**src/rtl/cpu_pkg.sv**
```systemverilog
// cpu_pkg: opcodes, FSM states and 7-segment decode shared by cpu_multicycle
package cpu_pkg;
    localparam logic [1:0] OP_ADD = 2'b00, OP_LW = 2'b01, OP_SW = 2'b10, OP_J = 2'b11;
    typedef enum logic [2:0] {S_IDLE, S_FETCH, S_DECODE, S_EXEC, S_MEM, S_WB} state_t;
    // active-low segments {g,f,e,d,c,b,a}
    function automatic logic [6:0] seg7(input logic [3:0] d);
        logic [6:0] s;
        case (d)
            4'd0: s = 7'b1000000;
            4'd1: s = 7'b1111001;
            4'd2: s = 7'b0100100;
            4'd3: s = 7'b0110000;
            4'd4: s = 7'b0011001;
            4'd5: s = 7'b0010010;
            4'd6: s = 7'b0000010;
            4'd7: s = 7'b1111000;
            4'd8: s = 7'b0000000;
            4'd9: s = 7'b0010000;
            default: s = 7'b1111111;
        endcase
        return s;
    endfunction
endpackage

```
**src/rtl/bin2bcd_seq.sv**
```systemverilog
// bin2bcd_seq: sequential double-dabble converter returning value mod 100 as two BCD digits
module bin2bcd_seq #(
    parameter int DATA_W = 8
) (
    input  logic              clk,
    input  logic              rst_n,
    input  logic              start,
    input  logic [DATA_W-1:0] value,
    output logic              done,
    output logic [3:0]        tens,
    output logic [3:0]        ones
);
    localparam int ND = DATA_W * 3 / 10 + 1;
    localparam int BW = 4 * ND;
    localparam int PW = $clog2(DATA_W + 2);
    logic [BW-1:0] bcd, adj;
    logic [DATA_W-1:0] sh;
    logic [PW-1:0] ph;
    always_comb begin
        adj = bcd;
        for (int i = 0; i < ND; i++)
            adj[4*i +: 4] = (bcd[4*i +: 4] > 4'd4) ? bcd[4*i +: 4] + 4'd3 : bcd[4*i +: 4];
    end
    // ph 1..DATA_W shift, DATA_W+1 keeps only the two low digits (mod 100)
    always_ff @(posedge clk or negedge rst_n) begin
        if (!rst_n) begin
            ph <= '0;
            bcd <= '0;
            sh <= '0;
            done <= 1'b0;
            tens <= '0;
            ones <= '0;
        end else begin
            done <= 1'b0;
            if (start) begin
                ph <= PW'(1);
                bcd <= '0;
                sh <= value;
            end else if (ph == PW'(DATA_W + 1)) begin
                ph <= '0;
                done <= 1'b1;
                tens <= bcd[7:4];
                ones <= bcd[3:0];
            end else if (ph != '0) begin
                ph <= ph + PW'(1);
                {bcd, sh} <= {adj, sh} << 1;
            end
        end
    end
endmodule

```
**src/rtl/cpu_multicycle.sv**
```systemverilog
// cpu_multicycle: parametrised multi-cycle add/lw/sw/j CPU with run/step control and 2-digit display
module cpu_multicycle #(
    parameter int DATA_W   = 8,
    parameter int REG_AW   = 2,
    parameter int ADDR_W   = 8,
    parameter int DMEM_AW  = 5,
    parameter int CLK_DIV  = 25_000_000,
    parameter int DISP_REG = 2,
    localparam int INSN_W  = 2 + 3 * REG_AW
) (
    input  logic              clk50,
    input  logic              reset,
    input  logic [INSN_W-1:0] instruction,
    input  logic              run,
    input  logic              step,
    output logic [ADDR_W-1:0] address,
    output logic              busy,
    output logic [6:0]        bcd10,
    output logic [6:0]        bcd1
);
    import cpu_pkg::*;
    localparam int DEPTH = 2 ** DMEM_AW;
    localparam int NREG = 2 ** REG_AW;
    localparam int JW = INSN_W - 2;
    localparam int CW = $clog2(CLK_DIV);
    localparam logic [REG_AW-1:0] DR = REG_AW'(DISP_REG);
    state_t state;
    logic [CW-1:0] cnt;
    logic tick, req, done;
    logic [INSN_W-1:0] ir;
    logic [DATA_W-1:0] regs [NREG];
    logic [DATA_W-1:0] mem [DEPTH];
    logic [DATA_W-1:0] a, b, res, md;
    logic [DMEM_AW-1:0] ea;
    logic [ADDR_W-1:0] tgt;
    logic [3:0] tens, ones;
    logic [1:0] op;
    logic [REG_AW-1:0] rs, rt, rd;
    assign op = ir[INSN_W-1 -: 2];
    assign rs = ir[3*REG_AW-1 -: REG_AW];
    assign rt = ir[2*REG_AW-1 -: REG_AW];
    assign rd = ir[REG_AW-1:0];
    assign tick = cnt == CW'(CLK_DIV - 1);
    assign busy = state != S_IDLE;
    // req starts at 1 so the display converts once right after reset release
    always_ff @(posedge clk50 or negedge reset) begin
        if (!reset) begin
            state <= S_IDLE;
            address <= '0;
            cnt <= '0;
            req <= 1'b1;
            ir <= '0;
            a <= '0;
            b <= '0;
            res <= '0;
            md <= '0;
            ea <= '0;
            tgt <= '0;
            bcd10 <= seg7(4'd0);
            bcd1 <= seg7(4'd0);
            for (int i = 0; i < NREG; i++) regs[i] <= '0;
            for (int i = 0; i < DEPTH; i++) mem[i] <= DATA_W'(i);
        end else begin
            cnt <= tick ? '0 : cnt + CW'(1);
            req <= state == S_WB;
            if (done) begin
                bcd10 <= seg7(tens);
                bcd1 <= seg7(ones);
            end
            case (state)
                S_IDLE: if (run ? tick : step) state <= S_FETCH;
                S_FETCH: begin
                    ir <= instruction;
                    state <= S_DECODE;
                end
                S_DECODE: begin
                    a <= regs[rs];
                    b <= regs[rt];
                    state <= S_EXEC;
                end
                S_EXEC: begin
                    res <= a + b;
                    ea <= DMEM_AW'(a) + DMEM_AW'(rd);
                    tgt <= address + ADDR_W'(1) + {{(ADDR_W-JW){ir[JW-1]}}, ir[JW-1:0]};
                    state <= (op == OP_LW || op == OP_SW) ? S_MEM : S_WB;
                end
                S_MEM: begin
                    if (op == OP_SW) mem[ea] <= b;
                    md <= mem[ea];
                    state <= S_WB;
                end
                S_WB: begin
                    if (op == OP_ADD) regs[rd] <= res;
                    if (op == OP_LW) regs[rt] <= md;
                    address <= (op == OP_J) ? tgt : address + ADDR_W'(1);
                    state <= S_IDLE;
                end
                default: state <= S_IDLE;
            endcase
        end
    end
    bin2bcd_seq #(.DATA_W(DATA_W)) u_bcd (
        .clk(clk50),
        .rst_n(reset),
        .start(req),
        .value(regs[DR]),
        .done(done),
        .tens(tens),
        .ones(ones)
    );
endmodule

```
**config.mk**
```make
export PLATFORM = sky130hd
export DESIGN_NAME = cpu_multicycle
export DESIGN_NICKNAME = d
export VERILOG_FILES = /design/src/rtl/cpu_pkg.sv /design/src/rtl/bin2bcd_seq.sv /design/src/rtl/cpu_multicycle.sv
export SDC_FILE = /design/constraint.sdc
export NUM_CORES = 1
export LEC_CHECK = 0
export ABC_AREA = 1
export CAP_MARGIN = 20
export CORE_MARGIN = 1
export CORE_UTILIZATION = 57
export CTS_BUF_LIST = sky130_fd_sc_hd__clkbuf_4 sky130_fd_sc_hd__clkbuf_8 sky130_fd_sc_hd__clkbuf_16
export DETAILED_ROUTE_END_ITERATION = 10
export PLACE_DENSITY_LB_ADDON = 0.3
export SLEW_MARGIN = 25
export SYNTH_ARGS = -nofsm -noshare
export SYNTH_HDL_FRONTEND = slang
export SYNTH_HIERARCHICAL = 1
export SYNTH_SLANG_ARGS = --single-unit
```
**constraint.sdc**
```tcl
create_clock -name clk50 -period 2 [get_ports clk50]
set_clock_uncertainty 0.15 [all_clocks]
set_input_delay 0.3 -clock clk50 [delete_from_list [all_inputs] [get_ports clk50]]
set_output_delay 0.3 -clock clk50 [all_outputs]
set_load 0.02 [all_outputs]
```
# Word-level counts from Yosys, hierarchy flattened
# Memory sizes are Yosys's and may differ from the RTL's. A register that Yosys moved wholly into a read port is not among the register bits.
# Cells that the tools add are included.
# totals
regBits	411
romBits	224
out_inout_bits	23
word_cells	147
n_memories	2
# memory_table
name	words	word_bits	read_ports	rd_ports_with_merged_regs	wr	line	source
(no name shown)	16	7	1	1	0	cpu_pkg.sv:8	case (d)
(no name shown)	16	7	1	1	0	cpu_pkg.sv:8	
# op_classes
add_sub_neg	9
n_lt_le_gt_ge	10
n_eq_ne	12
muxes	41
bitwise	5
n_reduce_logical	15
# ops
op	n
$bwmux W256	1
$mux W8	13
$mux W32	3
$bwmux W32	2
$bmux W8 S5	1
$demux W8 S5	1
$mux W12	3
$bmux W8 S2	2
$demux W8 S2	2
$add A25 B1 Y25 const B	1
$eq A25 B25 Y1 const B	1
$mux W25	1
$mux W4	5
$add A8 B8 Y8	2
$pmux W3 S5	1
$gt A4 B3 Y1 const B	3
$ge A3 B3 Y1 const B	3
$not A2 Y3	3
$add A4 B2 Y4 const B	2
$add A8 B1 Y8 const B	1
$eq A3 B2 Y1 const B	2
$eq A3 B3 Y1 const B	2
$ge A6 B6 Y1 const B	1
$lt A3 B1 Y1 const B	2
22 further kinds	34

# Longest topological paths before layout
# logic_depth
word_depth	10
ltp_mapped	16
mapped_depth_nobuf	16

# Cells and area by module
# Netlist, hierarchy kept.
# by_module_without_submodules
module	n_inst	cells_each	area_per_inst_um2	seq_area_each_um2
cpu_multicycle	1	2565	19608.8	9913.3
bin2bcd_seq	1	175	1441.4	725.7

# Least setup slack after synthesis
# No wires, ideal clock.
# synth_path
kind	reg-to-reg
startpoint	reg address[0]
endpoint	reg tgt[7]
arrival_ns	1.933
t_required_ns	1.733
slack_ns	-0.201
path_stages_with_launch	15
path_buffers	0
period_less_slack_ns	2.201
cell_sequence	dfrtp_1 ha_1 nand2_1 nor2_1 inv_1 o21ai_0 inv_1 ha_1 nand2_1 nor2_1 nand2_1 nand3_1 nand3_1 nand3_1 nand2_1
# synth_between
elab_chain_cells	2
# synth_lines
item	line	source
from (decl)	cpu_multicycle.sv:16	output logic [ADDR_W-1:0] address,
from (signal assigned)	cpu_multicycle.sv:95	address <= (op == OP_J) ? tgt : address + ADDR_W'(1);
$add A8 B1 Y8	cpu_multicycle.sv:84	tgt <= address + ADDR_W'(1) + {{(ADDR_W-JW){ir[JW-1]}}, ir[JW-1:0]};
$add A8 B8 Y8	cpu_multicycle.sv:84	
to (signal assigned)	cpu_multicycle.sv:84	
to (decl)	cpu_multicycle.sv:35	logic [ADDR_W-1:0] tgt;
# Every way passes these cells.
# A chain may end at the register's enable or synchronous reset.

# Worst setup path in the final report
# layout_path
startpoint	reg address[1]
endpoint	reg tgt[7]
# The elaborated chain is that of the path after synthesis.

==> qor.csv <==
stage;metric;value;unit
power;p_total;33.7;mW
floorplanning;die-area;37700;sq um
floorplanning;ios;35;
global_route;globalRouteOverflowTotal;0;
timing;slew_violations;0;
floorplanning;placementRows;70;
timing;setup-tns-final;-36.1;ps
power;p_sw_share;40.4;%
route;postRouteAntennaNets;0;
synthesis;synth_nets;2792;
global_route;grt-busiest-layer;met2;
timing;fmax;491;MHz
clock_network;cts_made_buffers;44;
outcome;failed_checks;setup timing;
placed_design;port_buffers;34;
layout;drive_gt1_share;13.7;%
placed_design;dp_hpwl;35.8;mm
critical_path;crit_slowest_cell;dfrtp_2;
critical_path;worstPathRequired;2300;ps
placed_design;dp_cells;3217;
critical_path;r2r_slack;-40;ps
route;wl;56.0;mm
global_route;grt_usage;30.0;%
route;viasPerCell;5.56;
layout;layout.cells.non_filler;3316;
outcome;status;complete, but fails checks;
clock_network;cts_sinks;421;
placed_design;dpl_cell_area;22500;sq um
timing;post-route-period-util;102;%
floorplanning;die_w;194;microns
synthesis;async_reset_ff_share;100;%
run;cap_violations;0;
timing;setup_slack;-35.5;ps
synthesis;netlist_instances;2740;
route;first_iter_violations;1298;
layout;fin_area;24400;sq um
synthesis;synth-seq-area-share;50.5;%
global_route;grt_pass1_vias;18165;
floorplanning;fp.dieH;194;microns
route;routedWlPerCell;16.9;microns
route;drtPass1Iterations;6;
critical_path;worstPathCellList;ha_4, nand2_2, nor2_2, inv_1, o21ai_2, inv_2, ha_4, nand2_2, inv_1, nand2_1, nand3_2, inv_1, nand2_1, nand3_2, nand2_1;
critical_path;end_kind;register;
timing;rsz0062_at_grt;yes;
synthesis;netlist_area;21100;sq um
power;seqPwrFrac;35.7;%
layout;syn_to_final_growth;16.1;%
synthesis;synth_edf_count;0;
route;vias;18444;
global_route;met3_usage;4.96;%
worst_hold_path;hold_path.class;in2async;
critical_path;critical-path-top-delay-family;simple AND/OR/NAND/NOR gates;
power;clkPwrFrac;24.8;%
placed_design;routabilityCongestion;0.912;
synthesis;synthDistinctLibCells;43;
floorplanning;core;36400;sq um
timing;fin_crit;2040;ps
clock_network;cts.path.max_buffers;3;
clock_network;cts_root_buf;clkbuf_16;
clock_network;cts_tree;yes;
power;irDropWorstVdd;0.892;mV
layout;fillers;3019;
global_route;grt_antenna_before_repair;0;
global_route;grt_pass1_wl;91.5;mm
global_route;grt_util_met2;48.5;%
critical_path;cp.buffers_inverters;4;
critical_path;start_kind;register;
power;leakage;12.1;nW
power;power.density;1380;nW/um^2
global_route;met1_usage;40.5;%
synthesis;synth_seq_cells;421;
layout;antennaDiodeCount;0;
critical_path;crit_path_max_incr_delay;410;ps
layout;final_nets;2866;
timing;fin_hold_ws;47.8;ps
synthesis;ys.flop_type;dfrtp_1;
floorplanning;initial_core_util;57.8;%
timing;hold_viol;0;
critical_path;crit_fanout;3;
power;power_switching;13.6;mW
clock_network;clkLatencyLatePin;560;ps
timing;slew_headroom;50.9;%
clock_network;clk_pin_slew;70;ps
synthesis;synth.avg_cell_area;7.68;sq um
clock_network;h-tree-depth;2;
synthesis;ys_warn_count;6;
power;combPwrFrac;39.6;%
timing;finalSetupViolCount;2;
route;drc;0;
global_route;grt_max_degree;78;
power;p_int;20.1;mW
critical_path;crit_type;reg2reg;
critical_path;cp.arrival;2330;ps
timing;tightest_slew;736;ps
-- kinds of logic (layout without fill, tap and decap cells) --
kind of cell / Yosys count / in the layout / share of synthesized area [%]
AND/OR/NAND/NOR: 1402 / 1402 / 26.3
AO/OA/AOI/OAI: 526 / 526 / 13.3
flip-flops: 421 / 421 / 50.5
buffers and inverters: 320 / 428 / 6.07
adder cells (fa/ha/maj): 40 / 40 / 2.48
XOR/XNOR: 31 / 31 / 1.29
-- state kept, by name (all words and copies together), names as in the netlist, 5 cells and up --
register and count:
u_bcd/sh 8, mem 256, tgt 8, ir 8
cnt 25, regs 32, address 8, bcd1 7
res 8, bcd10 7, b 8, a 8
md 8, ea 5, u_bcd/bcd 8
-- power groups by stage --
stage          clock, mW  sequential (mW)  combinational, mW
3_3_place_gp           0             12.0               12.0
6_report            8.35             12.0               13.3
4_1_cts             8.48             12.0               12.6
3_5_place_dp           0             12.1               12.4
2_1_floorplan          0             11.8               7.82
5_1_grt             8.78             12.2               14.7
-- cells in the mapped netlist, types with 4 or more instances --
cell / n / share of area [%]
a21o_1: 4 / 0.14
a21oi_1: 89 / 2.1
a22oi_1: 9 / 0.32
a31oi_1: 10 / 0.30
buf_1: 5 / 0.089
buf_2: 36 / 0.86
clkbuf_1: 86 / 1.5
clkinv_1: 4 / 0.071
dfrtp_1: 338 / 40
dfstp_2: 83 / 10
ha_1: 37 / 2.2
inv_1: 179 / 3.2
nand2_1: 1105 / 20
nand3_1: 92 / 2.2
nand4_1: 10 / 0.30
nor2_1: 144 / 2.6
nor3_1: 24 / 0.57
o211ai_1: 37 / 1.3
o21ai_0: 370 / 8.8
or2_2: 13 / 0.39
xnor2_1: 12 / 0.50
xor2_1: 19 / 0.79
-- placed cells by master, fill, tap and decap left out, types with 5 or more instances in the layout --
| cell | n |
|---|---|
| o21ai_0 | 359 |
| ha_1 | 33 |
| nor3_1 | 20 |
| o21ai_1 | 10 |
| buf_6 | 9 |
| nor2_2 | 10 |
| clkdlybuf4s50_1 | 12 |
| xor2_1 | 18 |
| a31oi_1 | 10 |
| nor3_2 | 5 |
| dfstp_2 | 83 |
| a21oi_1 | 84 |
| or2_2 | 13 |
| clkbuf_4 | 10 |
| nand2_2 | 22 |
| dfrtp_2 | 5 |
| a21oi_2 | 5 |
| nand4_1 | 10 |
| nand3_1 | 88 |
| nor2_1 | 134 |
| nand3_2 | 5 |
| dlymetal6s2s_1 | 5 |
| nand2_1 | 1080 |
| clkbuf_8 | 8 |
| buf_4 | 95 |
| buf_12 | 18 |
| clkinv_2 | 10 |
| clkbuf_16 | 49 |
| a22oi_1 | 9 |
| xnor2_1 | 12 |
| o211ai_1 | 37 |
| nand2_4 | 6 |
| inv_2 | 8 |
| dfrtp_1 | 332 |
| dlygate4sd2_1 | 15 |
| inv_1 | 172 |
-- area by class of cell --
type	instances	area [sq um]	area share [%]
Sequential cell	421	10600	43.6
Timing Repair Buffer	162	1650	6.74
Tap cell	468	586	2.40
Clock buffer	63	1310	5.37
Multi-Input combinational cell	1999	9370	38.3
Clock inverter	17	173	0.706
Inverter	186	708	2.90
-- metrics by stage --
step | util, % | setup WS [ps]
floorplan | - | 2.61
global placement | 61.8 | -63.9
detailed placement | 61.8 | -88.0
CTS | 66.2 | -35.7
global route | 67.1 | -183
finish | 67.1 | -35.5
-- routing by layer --
metal	wire length (microns)	vias up
li1	-	8921
met1	24300	8790
met2	26300	600
met3	3790	133
met4	1720	0
met5	0	-
-- final timing paths --
path / startpoint / to / depth (start not counted)
worst max-delay path: address[1] / tgt[7] / 15
worst min-delay path: reset / md[5] / 2
worst max register to register: address[1] / tgt[7] / 15
worst min register to register: mem[77] / mem[77] / 2
max in group asynchronous: reset / mem[1] / 4
min in group clk50: instruction[2] / ir[2] / 3
-- what timing repair did --
| item | in CTS | in global routing |
|---|---|---|
| buffers inserted | 7 | 5 |
| endpoints found under the setup margin | 91 | 235 |
| hold endpoints to repair | 321 | 0 |
| resized for setup | 44 | 68 |
| hold buffers | 1 | 0 |
| pin swaps | 11 | 12 |
| gates cloned | 0 | 6 |
No activity file was read; power rests on OpenSTA's default activity.
